**src/rtl/seq_divider_8b.sv**
```systemverilog
// Sequential 8-bit by 4-bit restoring divider with one quotient bit per clock.
// Optional macro DIV_ZERO_FAST_EN finishes a divide-by-zero after a single RUN cycle.
module seq_divider_8b (
    input  logic       clk,
    input  logic       rst,
    input  logic       start,
    input  logic [7:0] x,
    input  logic [3:0] y,
    output logic       busy,
    output logic       done,
    output logic [7:0] q,
    output logic [3:0] r,
    output logic       dz
);

    typedef enum logic [1:0] {
        IDLE,
        RUN,
        DONE
    } state_t;

    state_t state, state_n;

    logic [7:0] dvd;
    logic [3:0] dsr;
    logic [4:0] rem;
    logic [2:0] cnt;

    logic [5:0] rem_sh;
    logic [4:0] rem_nx;
    logic [7:0] dvd_nx;
    logic       qbit;
    logic       fast_zero;

    // One restoring step; quotient bits fill the dividend register from the right.
    always_comb begin
        rem_sh = {rem, dvd[7]};
        qbit   = (rem_sh >= {2'b00, dsr});
        rem_nx = qbit ? (rem_sh[4:0] - {1'b0, dsr}) : rem_sh[4:0];
        dvd_nx = {dvd[6:0], qbit};
`ifdef DIV_ZERO_FAST_EN
        fast_zero = (dsr == 4'd0);
`else
        fast_zero = 1'b0;
`endif
    end

    always_ff @(posedge clk or posedge rst) begin
        if (rst) state <= IDLE;
        else     state <= state_n;
    end

    always_comb begin
        state_n = state;
        busy    = 1'b0;
        done    = 1'b0;
        case (state)
            IDLE: begin
                if (start) state_n = RUN;
            end
            RUN: begin
                busy = 1'b1;
                if (fast_zero || cnt == 3'd7) state_n = DONE;
            end
            DONE: begin
                busy    = 1'b1;
                done    = 1'b1;
                state_n = IDLE;
            end
            default: state_n = IDLE;
        endcase
    end

    always_ff @(posedge clk or posedge rst) begin
        if (rst) begin
            dvd <= 8'd0;
            dsr <= 4'd0;
            rem <= 5'd0;
            cnt <= 3'd0;
            q   <= 8'd0;
            r   <= 4'd0;
            dz  <= 1'b0;
        end else if (state == IDLE && start) begin
            dvd <= x;
            dsr <= y;
            rem <= 5'd0;
            cnt <= 3'd0;
        end else if (state == RUN) begin
            if (fast_zero) begin
                q  <= 8'hFF;
                r  <= dvd[3:0];
                dz <= 1'b1;
            end else begin
                dvd <= dvd_nx;
                rem <= rem_nx;
                cnt <= cnt + 3'd1;
                if (cnt == 3'd7) begin
                    q  <= dvd_nx;
                    r  <= rem_nx[3:0];
                    dz <= (dsr == 4'd0);
                end
            end
        end
    end

endmodule

```
**config.mk**
```make
export PLATFORM = sky130hd
export DESIGN_NAME = seq_divider_8b
export DESIGN_NICKNAME = d
export VERILOG_FILES = /design/src/rtl/seq_divider_8b.sv
export SDC_FILE = /design/constraint.sdc
export NUM_CORES = 1
export LEC_CHECK = 0
export ABC_AREA = 1
export CAP_MARGIN = 25
export CORE_MARGIN = 8
export CORE_UTILIZATION = 55
export DETAILED_ROUTE_END_ITERATION = 8
export DONT_BUFFER_PORTS = 1
export PLACE_DENSITY = 0.73
export SETUP_SLACK_MARGIN = 0.05
export SLEW_MARGIN = 40
export SYNTH_ARGS = -nofsm -noshare
export SYNTH_HDL_FRONTEND = slang
export SYNTH_SLANG_ARGS = --single-unit
```
**constraint.sdc**
```tcl
create_clock -name clk -period 2.6 [get_ports clk]
set_input_delay 0.39 -clock clk [delete_from_list [all_inputs] [get_ports clk]]
set_output_delay 0.39 -clock clk [all_outputs]
set_load 0.005 [all_outputs]
```
# [After elaboration in Yosys (flattened, before gate mapping)]
# Cells that the tools add are included.
[totals] regBits=35 output_inout_bits=15 wordCells=36 in_bits=15
[op_classes] n_mux=12 order_cmp=1 n_eq_ne=5 reduce_logical=7 bitwise_logic=1 addsub=2
[ops] op="$mux W8" n=2
[ops] op="$mux W5" n=3
[ops] op="$ge A6 B4 Y1" n=1
[ops] op="$mux W3" n=2
[ops] op="$sub A5 B4 Y5" n=1
[ops] op="$logic_not A4 Y1" n=1
[ops] op="$mux W2" n=2
[ops] op="$pmux W2 S2" n=1
[ops] op="$add A3 B1 Y3 const B" n=1
[ops] op="$eq A3 B3 Y1 const B" n=1
[ops] op="$reduce_and A3 Y1" n=1
[ops] op="$eq A2 B1 Y1 const B" n=1
[ops] op="$eq A2 B2 Y1 const B" n=1
[ops] op="$logic_not A2 Y1" n=1
[ops] op="$mux W1" n=2
[ops] op="$ne A2 B1 Y1 const B" n=1
[ops] op="$ne A2 B2 Y1 const B" n=1
[ops] op="$reduce_and A2 Y1" n=1
[ops] op="$reduce_bool A2 Y1" n=1
[ops] op="$reduce_or A2 Y1" n=1
[ops] op="$logic_and A1 B1 Y1" n=1
[ops] op="$not A1 Y1" n=1

# [Depth between registers and ports, before layout]
[logic_depth] depth_word=4 mapped_depth=11 ltp_nobuf=11

# [Least setup slack after synthesis]
# Ideal clock, no wire load.
[synth_timing] path_kind="register to register" start="reg dvd[7]" end="reg rem[0]" path_slack_ns=0.957 required_time_ns=2.479 path_stages_with_launch=11 arrival_time_ns=1.522 setup_ns=0.121 synth_period_minus_slack_ns=1.643 n_path_buf=0 cell_sequence="dfrtp_1 > inv_1 > ha_1 > inv_1 > fa_1 > inv_1 > nor2_2 > nor2_4 > nand3_1 > nand3_1 > o21ai_1"
[synth_between] elab_chain_cells=4
[synth_lines] element="from (decl)" line="24" text="logic [7:0] dvd;"
[synth_lines] element="from (signal assigned)" line="94" text="dvd <= dvd_nx;"
[synth_lines] element="$sub A5 B4 Y5 or $ge A6 B4 Y1 (tied branches)" line="39, 38"
[synth_lines] element="$mux W5 (*)" line="39" text="rem_nx = qbit ? (rem_sh[4:0] - {1'b0, dsr}) : rem_sh[4:0];"
[synth_lines] element="$mux W5 (*)" line="88" text="end else if (state == RUN) begin"
[synth_lines] element="$mux W5 (*)" line="83" text="end else if (state == IDLE && start) begin"
[synth_lines] element="to (signal assigned)" line="95" text="rem <= rem_nx;"
[synth_lines] element="to (decl)" line="26" text="logic [4:0] rem;"
# Every way passes the cells marked *; elsewhere a longest branch is shown, timed or not. The select of a mux whose other input is x is not followed.
# A chain may end at the register's enable or synchronous reset.

# [Final worst setup path]
[layout_timing] start="reg cnt[0]" end="reg r[0]"
[layout_between] elab_chain_cells=2
[layout_lines] element="from (decl)" line="27" text="logic [2:0] cnt;"
[layout_lines] element="from (signal assigned)" line="96" text="cnt <= cnt + 3'd1;"
[layout_lines] element="$eq A3 B3 Y1" line="97" text="if (cnt == 3'd7) begin"
[layout_lines] element="$reduce_and A3 Y1 (no source line)"
[layout_lines] element="to (signal assigned)" line="91" text="r <= dvd[3:0];"
[layout_lines] element="to (signal assigned)" line="99" text="r <= rem_nx[3:0];"
[layout_lines] element="to (decl)" line="12" text="output logic [3:0] r,"
# No other way between the ends.

==> impl_results.md <==
- Syn Inst Count: 186
- Hold Violations, Final: 0
- CP Class: reg -> reg
- Seq cells post-synth: 35
- Initial antenna violation count: 0
- Type of origin of the critical path: flip-flop
- Routed Wire Length: 3500 microns
- R2R Path Start: cnt[0]
- Post-Synth Adder-Cell Area: between 9 and 10%
- Synth unique cells: 27
- Die Wd: 72.0 microns
- Crit path launch: cnt[0]
- Vias: 1252
- Post-Synth XOR/XNOR Area: between 1 and 1.5%
- Status: complete, no violations
- Die Ht: 72.0 microns
- Hold crit path type: in -> async
- Vias in the first global route: 1293
- Rel. slew slack: 59.4%
- Multiplexer share of the synthesized area: 0%
- CP arrival: approximately 2.1 ns
- # IOs: 30
- CTS tree: done
- Hpwl dp: 2620 microns
- Max Cap Viol: 0
- Finished Cell Area: 0.00185 sq mm
- Diode count: 0
- Crit share post-route: between 70% and 80%
- Remaining Overflow, GRT: 0
- Area leader, netlist: dfrtp_1
- Worst path required time: roughly 2.8 ns
- All-layer global routing usage: 15.1%
- Initial DRC count: 79
- Latest clock arrival within the worst-skew pair: 0.34 ns
- Routed length per instance: between 10 and 15 microns
- GP Congestion: 0.849
- First-pass GRT wire length: 6040 microns
- Clk sinks: 35
- Area post-placement: roughly 0.0018 sq mm
- Post-CTS Setup Bufs: 0
- Crit path cell chain: ha_1, ha_1, nand2_1, inv_1, nand3_1, nand2_1
- Die area: 0.00518 sq mm
- Layout cell share with drive strength beyond 1: between 8 and 9%
- Cell count along the critical path: 6
- Worst clock skew: 0.0137 ns
- Root Buffer: clkbuf_4
- Dominant cells by area after synthesis: dfrtp_1, nand2_1, ha_1
- Worst setup endpoint: r[0]
- Post-cts hold buffer count: 0
- # resized after CTS: 0
- Slowest-stage cell, CP: nand2_1
- Fin nets: 217
- Antenna-violating nets left: 0
- Core box area: 0.00303 sq mm
- DRT Pass-1 Iters: 4
- Syn nets: 213
- Register area share after synthesis: 50.9%
- Synth top cells by count: nand2_1, dfrtp_1, inv_1, nand3_1, o21ai_0
- Synthesis Warnings: 0
- Slowest stage delay, CP: around 0.47 ns
- CP endpoint kind: flip-flop
- R2R Setup Slk: 0.77 ns
- I/O Buffers: 0
- Setup TNS: 0 ns
- Unrepaired setup endpoints after global routing: no
- Number of synthesized flops with an enable pin: 0
- Final setup fails: 0
- CP top delay family: simple AND/OR/NAND/NOR gates
- Count leader, synth: nand2_1
- Largest family of logic cells by synthesized area: simple AND/OR/NAND/NOR gates
- Worst R2R End: r[0]
- Async SR Flop Fraction: 100%
- Main synth FF type: dfrtp_1
- Largest net degree at the start of global routing: 36
- Post-Syn Area: 0.00172 sq mm
- Post-route DRC: 0
- Post-Synth Simple-Gate Area: 20.1%
- LEAKAGE: 0.953 nW
- Row count: 20
- Buf/Inv on CP: 1
- Pwr/cell area: 1370 mW/mm^2
- Max VDD drop: 563 uV
- Max H-tree Level: 2
- Crit-path max FO: 21
- Synth-to-layout area growth: 7.34%
- Via density: 5.33
- Clk slew on worst S/H paths: 0.11 ns
- R2R cell count: 6
- Synth top area share: about half
- TritonCTS buffer count: 5
- Crit path time final: 1.83 ns
- Clock buffer depth: 2
- Effective utilization at floorplan: 56.9%
- Final hold slack: 0.0245 ns
- Post-synthesis compound-gate area fraction: 11.7%
- Max-slew violations: 0
- Fmax: 547 MHz
- Synthesized area per cell: 9.26 sq um
- Worst-Margin Slew: between 0.6 and 0.7 ns
==> worst register-to-register path, stage by stage, from the launching register on <==
cell and delay [ns]:
dfrtp_1 0.41, ha_1 0.20, ha_1 0.19, nand2_1 0.47, inv_1 0.24, nand3_1 0.17
nand2_1 0.06
==> per-layer routing <==
metal	global-route usage [%]	share of wire, %	vias up
met2	23.9	48	32
met3	4.13	6.7	4
met4	7.71	1.3	0
met1	18.4	44	605
met5	0	0	-
li1	-	-	611
==> how the worst min path moves through the flow <==
stage / endpoint / depth (start not counted) / from
4_1_cts: q[2] / 2 / rst
3_5_place_dp: dsr[2] / 2 / rst
6_report: dvd[1] / 2 / rst
3_3_place_gp: dsr[2] / 2 / rst
2_1_floorplan: dz / 1 / dsr[2]
5_1_grt: dvd[1] / 2 / rst
==> flip-flops by register name (all words and copies together) (netlist names) <==
| signal | count |
|---|---|
| rem | 5 |
| dsr | 4 |
| state | 2 |
| q | 8 |
| dz | 1 |
| cnt | 3 |
| dvd | 8 |
| r | 4 |
==> stage by stage <==
| step | power, W | utilization, % | worst slack [ns] | instances |
|---|---|---|---|---|
| floorplan | 0.00190 | - | 0.957 | 186 |
| global placement | 0.00210 | 58.3 | 0.782 | 227 |
| detailed placement | 0.00216 | 58.3 | 0.783 | 227 |
| CTS | 0.00256 | 61.0 | 0.752 | 235 |
| global route | 0.00279 | 61.0 | 0.576 | 235 |
| finish | 0.00254 | 61.0 | 0.771 | 235 |
==> where the power goes <==
part	internal [W]	total, W	switching, W
logic	0.000454	0.00125	0.000800
registers	0.000760	0.000889	0.000129
clock network	0.000202	0.000393	0.000190
==> cells in the final DEF (no fill, tap or decap), drive strengths merged <==
cell type / n
o22ai: 1
clkinv: 2
xnor2: 2
nand3: 15
buf: 1
clkbuf: 5
o211ai: 1
a22oi: 1
a31oi: 1
bufinv: 1
or2: 1
o21ai: 17
fa: 1
nor2: 6
inv: 28
dfrtp: 35
nand2: 51
ha: 11
o41ai: 1
o221ai: 6
a21oi: 2
a22o: 2
==> final cells by class <==
type | count | area (sq um)
fill | 253 | 1180
sequential | 35 | 876
multi-input combinational | 119 | 723
inverter | 28 | 105
tap | 44 | 55.1
clock inverter | 3 | 43.8
clock buffer | 5 | 37.5
timing repair buffer | 1 | 7.51
==> kinds of logic (layout without fill, tap and decap cells) <==
kind of cell / count (synthesis) / after routing
xor gates and xnor gates: 2 / 2
DFF: 35 / 35
adders and majority gates: 12 / 12
AOI/OAI and AO/OA: 32 / 32
buffers and inverters: 32 / 37
and+or+nand+nor: 73 / 73
(Power assumes the default switching activity.)
